$ cat src/rtl/adder_pkg.sv
// Shared definitions for the serial subtractor: default width, FSM
// state encoding and the two's-complement overflow rule.
package adder_pkg;

    localparam int WIDTH_DEF = 4;

    localparam logic [1:0] ST_IDLE  = 2'd0;
    localparam logic [1:0] ST_SHIFT = 2'd1;
    localparam logic [1:0] ST_DONE  = 2'd2;

    // Overflow of a - b: operand signs differ and the result sign differs from a.
    function automatic logic sub_overflow(input logic a_msb,
                                          input logic b_msb,
                                          input logic d_msb);
        return (a_msb != b_msb) && (d_msb != a_msb);
    endfunction

endpackage

$ cat src/rtl/full_subtractor.sv
// One-bit full subtractor: d = a - b - bin, bout is the borrow out.
module full_subtractor (
    input  logic a,
    input  logic b,
    input  logic bin,
    output logic d,
    output logic bout
);

    assign d    = a ^ b ^ bin;
    assign bout = (~a & b) | (~(a ^ b) & bin);

endmodule

$ cat src/rtl/serial_subtractor.sv
// Bit-serial subtractor: captures A, B, Bin on a start strobe, processes one
// bit per cycle LSB first through a single full subtractor, then publishes
// Diff/Borrow/Overflow together with a one-cycle Done pulse.
module serial_subtractor
    import adder_pkg::*;
#(
    parameter int WIDTH = WIDTH_DEF
) (
    input  logic             Clk,
    input  logic             Rst_n,
    input  logic             En,
    input  logic [WIDTH-1:0] A,
    input  logic [WIDTH-1:0] B,
    input  logic             Bin,
    output logic [WIDTH-1:0] Diff,
    output logic             Borrow,
    output logic             Overflow,
    output logic             Busy,
    output logic             Done
);

    localparam int            CW   = (WIDTH > 1) ? $clog2(WIDTH) : 1;
    localparam logic [CW-1:0] LAST = CW'(WIDTH - 1);

    logic [1:0]       state;
    logic [CW-1:0]    cnt;
    logic [WIDTH-1:0] a_q;
    logic [WIDTH-1:0] b_q;
    logic [WIDTH-1:0] res_q;
    logic [WIDTH-1:0] res_next;
    logic             borrow_q;
    logic             a_bit;
    logic             b_bit;
    logic             d_bit;
    logic             bout_bit;

    assign a_bit = a_q[cnt];
    assign b_bit = b_q[cnt];

    full_subtractor u_fs (
        .a    (a_bit),
        .b    (b_bit),
        .bin  (borrow_q),
        .d    (d_bit),
        .bout (bout_bit)
    );

    // Partial result with the current bit merged in; on the last bit this is
    // the complete difference, so the outputs can load it on the same edge.
    always_comb begin
        res_next      = res_q;
        res_next[cnt] = d_bit;
    end

    // FSM, operand capture, borrow chain and registered result outputs.
    always_ff @(posedge Clk or negedge Rst_n) begin
        if (!Rst_n) begin
            state    <= ST_IDLE;
            cnt      <= '0;
            a_q      <= '0;
            b_q      <= '0;
            res_q    <= '0;
            borrow_q <= 1'b0;
            Diff     <= '0;
            Borrow   <= 1'b0;
            Overflow <= 1'b0;
        end else begin
            case (state)
                ST_IDLE: begin
                    if (En) begin
                        a_q      <= A;
                        b_q      <= B;
                        borrow_q <= Bin;
                        res_q    <= '0;
                        cnt      <= '0;
                        state    <= ST_SHIFT;
                    end
                end
                ST_SHIFT: begin
                    res_q    <= res_next;
                    borrow_q <= bout_bit;
                    if (cnt == LAST) begin
                        cnt      <= '0;
                        Diff     <= res_next;
                        Borrow   <= bout_bit;
                        Overflow <= sub_overflow(a_q[WIDTH-1], b_q[WIDTH-1],
                                                 res_next[WIDTH-1]);
                        state    <= ST_DONE;
                    end else begin
                        cnt <= cnt + 1'b1;
                    end
                end
                ST_DONE: begin
                    state <= ST_IDLE;
                end
                default: begin
                    state <= ST_IDLE;
                end
            endcase
        end
    end

    assign Busy = (state == ST_SHIFT);
    assign Done = (state == ST_DONE);

endmodule
$ cat config.mk
export PLATFORM = sky130hd
export DESIGN_NAME = serial_subtractor
export DESIGN_NICKNAME = d
export VERILOG_FILES = /design/src/rtl/adder_pkg.sv /design/src/rtl/full_subtractor.sv /design/src/rtl/serial_subtractor.sv
export SDC_FILE = /design/constraint.sdc
export NUM_CORES = 1
export LEC_CHECK = 0
export ABC_AREA = 1
export CORE_UTILIZATION = 30
export DETAILED_ROUTE_END_ITERATION = 8
export GPL_TIMING_DRIVEN = 0
export MAX_ROUTING_LAYER = met4
export PLACE_DENSITY_LB_ADDON = 0.05
export SYNTH_ARGS = -nofsm -noshare
export SYNTH_HDL_FRONTEND = slang
export SYNTH_HIERARCHICAL = 1
export SYNTH_SLANG_ARGS = --single-unit
$ cat constraint.sdc
create_clock -name Clk -period 2.8 [get_ports Clk]
set_input_delay 0.42 -clock Clk [delete_from_list [all_inputs] [get_ports Clk]]
set_output_delay 0.42 -clock Clk [all_outputs]
set_load 0.02 [all_outputs]
==> results_dict.tcl, run 1 <==
set metrics [dict create \
    busiest_layer "met2" \
    cts_resized 0 \
    required_ps 2380 \
    grtUsageTotal_pct 14.9 \
    synth_common_cells "nand2_1, dfrtp_1, inv_1, o21ai_0, nand3_1" \
    syn_area_per_cell_um2 8.65 \
    finClkSkew_ps 4.80 \
    ctsHoldBuffers 0 \
    clk_pin_slew_ps 80 \
    crit_buf_inv 3 \
    vias 923 \
    final_area_um2 1430 \
    start_util_pct 31.2 \
    relSlewSlack_pct 29.1 \
    nNetsFinal 172 \
    grt.met1_usage_pct 17.9 \
    antennaDiodeCount 0 \
    place.gp.congestion 0.751 \
    p_seq_share_pct 34.7 \
    synth_top_area_share_pct 50.4 \
    dp_slack_ps 654 \
    synth.largest_area_cell "dfrtp_1" \
    ys_seq_area_share_pct 50.4 \
    rows 22 \
    cts_buffer_depth 2 \
    power.total_mw 1.70 \
    hold_depth 3 \
    worstMarginPinSlew_ps 1060 \
    dr.pass1.iters 4 \
    yosysMostFrequentCell "nand2_1" \
    synth-seq-cells 23 \
    p_switching_mw 0.764 \
    ant_nets 0 \
    post-route-util_pct 39.0 \
    top_level_ports 20 \
    critPathLaunchType "flip-flop" \
    met2_usage_pct 23.8 \
    syn_nets 149 \
    synth_warnings 6 \
    r2r_start "cnt[0]$_DFFE_PN0P_" \
    fill_cells 387 \
    ir_drop_uv 268 \
    slowest_stage "clkdlybuf4s50_1" \
    grt_antenna_before_repair 0 \
    io_buffer_count 18 \
    setup_tns_ps 0 \
    end_kind "output port" \
    worst_r2r_path_depth 10 \
    dpl_cell_area_um2 1380 \
    netlist_area_um2 1140 \
    min_from "En" \
    rsz0062_at_grt "false" \
    slew_viol_final 0 \
    cts.sinks 23 \
    ys_async_sr_fraction_pct 100 \
    power.density_nw_per_um2 1190 \
    max_freq_ghz 0.470 \
    drive_gt1_share_pct 9.09 \
    maxCapViolCount 0 \
    hpwlAfterDp_um 1740 \
    clkPwrFrac_pct 12.3 \
    whs_endpoint "b_q[1]$_DFFE_PN0P_" \
    first_iter_violations 36 \
    synthTopCellsByArea "dfrtp_1, nand2_1, o21ai_0, nand3_1, inv_1" \
    swShare_pct 45.1 \
    place_inst 198 \
    met3_usage_pct 2.17 \
    yosysUniqueCellTypes 18 \
    min_period_ps 2130 \
    overflow 0 \
    first_global_vias 949 \
    grt_max_degree 24 \
    vias_per_cell 4.57 \
    r2r_end "Overflow$_DFFE_PN0P_" \
    synth_enable_flop_cells 0 \
    min_period_over_period_pct 76.0 \
    worst_slack_ps 671 \
    drc_errors 0 \
    leakagePower_nw 0.698 \
    clk-insertion-delay-late_ps 270 \
    worstPathArrival_ps 1710 \
    cts_tree "done" \
    finalHoldViolCount 0 \
    cts_root_buf "clkbuf_8" \
    die_h_um 63.7 \
    cp_max_fo 8 \
    finalNonFillerCells 202 \
    worstSetupPathType "flip-flop to output port" \
    crit_chain "inv_1 -> nand2_4 -> inv_2 -> clkdlybuf4s50_1" \
    syn_inst 132 \
    wl_per_cell_um 11.6 \
    grt_pass1_wl_um 4380 \
    core-area_um2 3660 \
    wl_um 2350 \
    synthToLayoutAreaGrowth_pct 25.0 \
    post_cts_buffers 0 \
    htreeDepth 1 \
    p_int_mw 0.932 \
    regToRegSetupSlack_ps 680 \
    pwr-share-comb_pct 52.9 \
    die_area_um2 4060 \
    crit_family "buffers and inverters" \
    die_w_um 63.7 \
    cts_inserted_buffers 3 \
    slowest_delay_ps 620 \
    run_status "finished, final reports clean" \
    synth_top_flop_cell "dfrtp_1" \
    worst_hold_slack_ps 461 \
    setup_viol 0 \
    hold_class "primary input to flip-flop" \
]
## state kept, by name, summed over array words and instances (netlist names)
signal,flops
Borrow,1
state,2
a_q,4
b_q,4
borrow_q,1
Diff,4
cnt,2
res_q,4
Overflow,1
## worst max path at each step
stage / start / slack (ps) / cells after the start / end
floorplan: cnt[0]$_DFFE_PN0P_ / 960 / 10 / Overflow$_DFFE_PN0P_
CTS: cnt[0]$_DFFE_PN0P_ / 640 / 10 / Overflow$_DFFE_PN0P_
finish: state[1]$_DFFE_PN0P_ / 670 / 4 / Busy
global route: cnt[0]$_DFFE_PN0P_ / 370 / 9 / Overflow$_DFFE_PN0P_
detailed placement: cnt[0]$_DFFE_PN0P_ / 650 / 10 / Overflow$_DFFE_PN0P_
global placement: cnt[0]$_DFFE_PN0P_ / 660 / 10 / Overflow$_DFFE_PN0P_
## layout make-up
cell class / instances / area [µm²] / share of cell area, %
sequential: 23 / 576 / 40.3
multi-input combinational: 91 / 488 / 34.2
timing repair buffer: 18 / 180 / 12.6
inverter: 16 / 60.1 / 4.21
tap: 48 / 60.1 / 4.21
clock buffer: 4 / 45.0 / 3.16
buffer: 2 / 18.8 / 1.31
## cells in the final DEF (no fill, tap or decap)
cell type and count:
a21oi_2 2, buf_4 1, buf_6 1, clkbuf_1 1, clkbuf_8 3, clkdlybuf4s50_1 18, dfrtp_1 23, fa_1 1
ha_1 4, inv_1 14, inv_2 2, nand2_1 42, nand2_4 2, nand3_1 13, nand4_1 1, nor2_1 7
nor2_4 1, nor2_8 1, o21ai_0 14, o21ai_2 1, o22ai_1 2
## tightest hold or removal path, delay by kind of cell
family	cells	cell delay, ps
buffers and inverters	1	150
and+or+nand+nor	2	130
## power by group through the flow
stage / Sequential, mW / Combinational [mW] / Clock (mW)
after floorplan: 0.616 / 0.605 / 0
after global placement: 0.593 / 0.914 / 0
after detailed placement: 0.596 / 0.921 / 0
after CTS: 0.590 / 0.924 / 0.218
after global routing: 0.611 / 1.05 / 0.238
final: 0.589 / 0.898 / 0.209
## cells by family (layout without fill, tap and decap cells)
family,Yosys count,in the layout,share of synthesized area [%]
buffers and inverters,18,40,6.90
and+or+nand+nor,67,67,27.1
DFF,23,23,50.4
AOI/OAI and AO/OA,19,19,9.53
adders and majority gates,5,5,6.13
## per-layer routing
layer  wire (µm)  vias to the layer above
met5           0                        -
met4          48                        0
met3         109                        4
met2        1150                       26
met1        1040                      428
li1            -                      465
Note: power is estimated with default switching activity, not from simulation.
==> inputs of run 2 (changes only) <==
- clock period: 2.8 -> 1.8 ns (I/O delays scaled with it)
==> results_dict.tcl, run 2 (same netlist as run 1, synthesis figures left out) <==
set metrics [dict create \
    run_status "finished with violations" \
    failed_checks "negative setup slack" \
    grt_antenna_before_repair 0 \
    setup_viol 6 \
    drc_errors 0 \
    rows 22 \
    worstMarginPinSlew_ps 1080 \
    leakagePower_nw 0.765 \
    rsz0062_at_grt "true" \
    clk-insertion-delay-late_ps 270 \
    dr.pass1.iters 4 \
    synthToLayoutAreaGrowth_pct 34.3 \
    overflow 0 \
    worst_slack_ps -51.0 \
    finalNonFillerCells 209 \
    first_global_vias 918 \
    dp_slack_ps -286 \
    min_period_ps 1850 \
    ctsHoldBuffers 0 \
    wl_per_cell_um 11.7 \
    die_area_um2 4060 \
    vias_per_cell 4.45 \
    slew_viol_final 0 \
    min_period_over_period_pct 103 \
    finClkSkew_ps 2.61 \
    drive_gt1_share_pct 22.4 \
    clk_pin_slew_ps 80 \
    hpwlAfterDp_um 1740 \
    clkPwrFrac_pct 10.6 \
    max_freq_ghz 0.540 \
    p_seq_share_pct 29.6 \
    io_buffer_count 18 \
    hold_depth 3 \
    critPathLaunchType "flip-flop" \
    grt_pass1_wl_um 4240 \
    nNetsFinal 179 \
    cts_buffer_depth 2 \
    die_w_um 63.7 \
    cp_max_fo 6 \
    grtUsageTotal_pct 14.5 \
    ant_nets 0 \
    layout_common_cells "nand2_1, dfrtp_1, clkdlybuf4s50_1, inv_1, nand3_1" \
    end_kind "flip-flop" \
    wl_um 2440 \
    start_util_pct 31.2 \
    maxCapViolCount 0 \
    worstPathArrival_ps 2050 \
    cts_inserted_buffers 3 \
    cts.sinks 23 \
    cts_tree "done" \
    hold_class "primary input to flip-flop" \
    htreeDepth 1 \
    grt_max_degree 24 \
    pwr-share-comb_pct 59.8 \
    worstSetupPathType "flip-flop to flip-flop" \
    relSlewSlack_pct 28.1 \
    antennaDiodeCount 0 \
    cts_root_buf "clkbuf_8" \
    swShare_pct 43.9 \
    final_common_cell "nand2_1" \
    required_ps 2000 \
    post-route-util_pct 41.9 \
    ir_drop_uv 568 \
    place.gp.congestion 0.752 \
    vias 931 \
    finalHoldViolCount 0 \
    p_switching_mw 1.37 \
    die_h_um 63.7 \
    worst_r2r_path_depth 10 \
    p_int_mw 1.76 \
    power.density_nw_per_um2 2040 \
    first_iter_violations 32 \
    place_inst 198 \
    top_level_ports 20 \
    core-area_um2 3660 \
]
run 2: changes by cell type in the layout (fill, tap and decap cells not counted), moves of 2 or more:
cell and change:
nand3_2 +2, dfrtp_1 -2, nand2_1 -2, o21ai_0 -7, inv_2 +2, nand3_1 -2
clkdlybuf4s50_1 -2, buf_4 +6, o21ai_1 +4, o21ai_2 +3, inv_1 -3, dfrtp_2 +2
run 2: layout make-up:
| type | count | area (µm²) |
|---|---|---|
| Buffer | 2 | 18.8 |
| Clock buffer | 4 | 45.0 |
| Fill cell | 375 | 2130 |
| Inverter | 16 | 62.6 |
| Multi-Input combinational cell | 91 | 531 |
| Sequential cell | 23 | 578 |
| Tap cell | 48 | 60.1 |
| Timing Repair Buffer | 25 | 239 |
run 2: power groups by stage:
stage	Clock, mW	Sequential, mW	Combinational [mW]
floorplan	0	0.960	0.942
global placement	0	0.924	1.42
detailed placement	0	0.933	1.43
CTS	0.339	0.928	1.76
global route	0.369	0.961	2.10
finish	0.330	0.927	1.87
run 2: per-layer routing:
metal / global-route usage [%] / vias up / wire, µm
met5: - / - / 0
li1: - / 481 / -
met2: 22.9 / 14 / 1180
met1: 17.5 / 431 / 1140
met3: 2.17 / 5 / 58
met4: 8.52 / 0 / 60
run 2: worst paths after layout:
| kind | from | end | slack (ps) |
|---|---|---|---|
| hold reg to reg | Diff[0]$_DFFE_PN0P_ | Diff[0]$_DFFE_PN0P_ | 480 |
| min in group asynchronous | Rst_n | res_q[1]$_DFFE_PN0P_ | 580 |
| hold / removal | En | b_q[1]$_DFFE_PN0P_ | 310 |
| setup reg to reg | cnt[0]$_DFFE_PN0P_ | res_q[2]$_DFFE_PN0P_ | -50 |
| setup / recovery | cnt[0]$_DFFE_PN0P_ | res_q[2]$_DFFE_PN0P_ | -50 |
| max in group asynchronous | Rst_n | cnt[1]$_DFFE_PN0P_ | 500 |
run 2: critical path, stage by stage (launching register included):
cell and delay, ps:
dfrtp_2 460, inv_4 90, nor2_2 30, o22ai_1 160, inv_1 80, fa_2 620, buf_6 120, nand2_4 30
o21ai_2 60, nand2_1 60, o21ai_1 60
run 2: repair_timing:
action,CTS,global route
setup endpoints to repair,10,10
resized for setup,21,6
setup buffers,6,1
hold endpoints to repair,0,0
pin swaps,3,4
run 2: per-stage QoR:
step | hold slack [ps] | instance area (µm²) | power, mW | TNS [ps]
finish | 310 | 1530 | 3.13 | -153
global route | 314 | 1530 | 3.43 | -1280
CTS | 308 | 1510 | 3.02 | -157
detailed placement | 462 | 1380 | 2.36 | -1470
global placement | 453 | 1380 | 2.35 | -1340
floorplan | -25.6 | 1140 | 1.90 | 0
==> inputs of run 3 (changes only) <==
- PLACE_DENSITY: default -> 0.53
- PLACE_DENSITY_LB_ADDON: 0.05 -> default
==> results_dict.tcl, run 3 (same netlist as run 1, synthesis figures left out) <==
set metrics [dict create \
    failed_checks "negative setup slack" \
    htreeDepth 1 \
    ir_drop_uv 592 \
    maxCapViolCount 0 \
    required_ps 1970 \
    cts.sinks 23 \
    antennaDiodeCount 0 \
    relSlewSlack_pct 31.2 \
    ant_nets 0 \
    drive_gt1_share_pct 20.8 \
    wl_um 2230 \
    finalHoldViolCount 0 \
    io_buffer_count 18 \
    drc_errors 0 \
    critPathLaunchType "flip-flop" \
    die_area_um2 4060 \
    r2r_start "cnt[0]$_DFFE_PN0P_" \
    layout_common_cells "nand2_1, dfrtp_1, clkdlybuf4s50_1, inv_1, nand3_1" \
    worstMarginPinSlew_ps 1030 \
    fill_cells 367 \
    rows 22 \
    overflow 0 \
    worst_hold_slack_ps 320 \
    power.density_nw_per_um2 1940 \
    cp_max_fo 6 \
    place.gp.congestion 0.795 \
    nNetsFinal 177 \
    run_status "finished with violations" \
    grt_max_degree 24 \
    worstPathArrival_ps 1970 \
    max_freq_ghz 0.554 \
    min_period_ps 1800 \
    slew_viol_final 0 \
    die_w_um 63.7 \
    first_iter_violations 11 \
    first_global_vias 973 \
    wl_per_cell_um 10.8 \
    cts_tree "done" \
    die_h_um 63.7 \
    synthToLayoutAreaGrowth_pct 32.3 \
    final_common_cell "nand2_1" \
    grtUsageTotal_pct 14.3 \
    startpoint "cnt[0]$_DFFE_PN0P_" \
    vias_per_cell 4.48 \
    cts_inserted_buffers 3 \
    min_from "En" \
    cts_buffer_depth 2 \
    top_level_ports 20 \
    leakagePower_nw 0.753 \
    rsz0062_at_grt "true" \
    clk_pin_slew_ps 80 \
    end_kind "flip-flop" \
    worstSetupPathType "flip-flop to flip-flop" \
    clk-insertion-delay-late_ps 270 \
    core-area_um2 3660 \
    start_util_pct 31.2 \
    ctsHoldBuffers 0 \
    finClkSkew_ps 7.46 \
    grt_pass1_wl_um 4350 \
    dr.pass1.iters 4 \
    grt_antenna_before_repair 0 \
    power.total_mw 2.94 \
    hpwlAfterDp_um 1700 \
    min_period_over_period_pct 100 \
    post-route-util_pct 41.3 \
    worst_slack_ps -4.36 \
    setup_viol 1 \
    vias 927 \
    cts_root_buf "clkbuf_8" \
    hold_class "primary input to flip-flop" \
]
[run 3: changes by cell type in the layout (fill, tap and decap cells not counted), sizes merged]
cell	previous run	this run
buf	9	7
[run 3: stage by stage]
stage	setup WS [ps]	setup TNS [ps]	area [µm²]	std cells
floorplan	14.7	0	1140	132
global placement	-219	-1030	1380	198
detailed placement	-221	-1030	1380	198
CTS	-35.9	-35.9	1480	206
global route	-131	-952	1510	207
finish	-4.36	-4.36	1510	207
[run 3: final cells by class]
class / instances / area, µm² / share of cell area (%)
Buffer: 2 / 18.8 / 1.24
Clock buffer: 4 / 45.0 / 2.98
Inverter: 16 / 62.6 / 4.14
Multi-Input combinational cell: 91 / 528 / 34.9
Sequential cell: 23 / 577 / 38.2
Tap cell: 48 / 60.1 / 3.97
Timing Repair Buffer: 23 / 220 / 14.6
[run 3: critical path, cell delays in order (launching register included)]
cell     delay, ps
dfrtp_2        460
inv_4           90
nor2_1          40
o22ai_1        160
inv_1           80
fa_2           600
inv_2           50
nand2_2         60
nand3_2         60
nand3_2         60
nand2_1         40
[run 3: power breakdown]
group	internal [mW]	leakage, nW	switching (mW)
clock	0.158	0.0228	0.161
combinational	0.723	0.446	0.982
sequential	0.756	0.284	0.155
[run 3: what timing repair did]
action | CTS | global route
resized for setup | 14 | 9
pin swaps | 2 | 4
endpoints found under the setup margin | 10 | 10
setup buffers | 4 | 1
[run 3: final timing paths]
path,end,slack [ps],depth (start not counted)
setup / recovery,Overflow$_DFFE_PN0P_,-4,10
hold reg to reg,b_q[2]$_DFFE_PN0P_,470,2
max in group asynchronous,cnt[0]$_DFFE_PN0P_,550,1
min in group asynchronous,Overflow$_DFFE_PN0P_,560,1
hold / removal,b_q[2]$_DFFE_PN0P_,320,3
setup reg to reg,Overflow$_DFFE_PN0P_,-4,10
[run 3: layer usage]
metal	track usage, %	routed length (µm)
met5	-	0
met1	17.1	1040
met4	4.26	30
met2	23.1	1070
met3	4.35	85
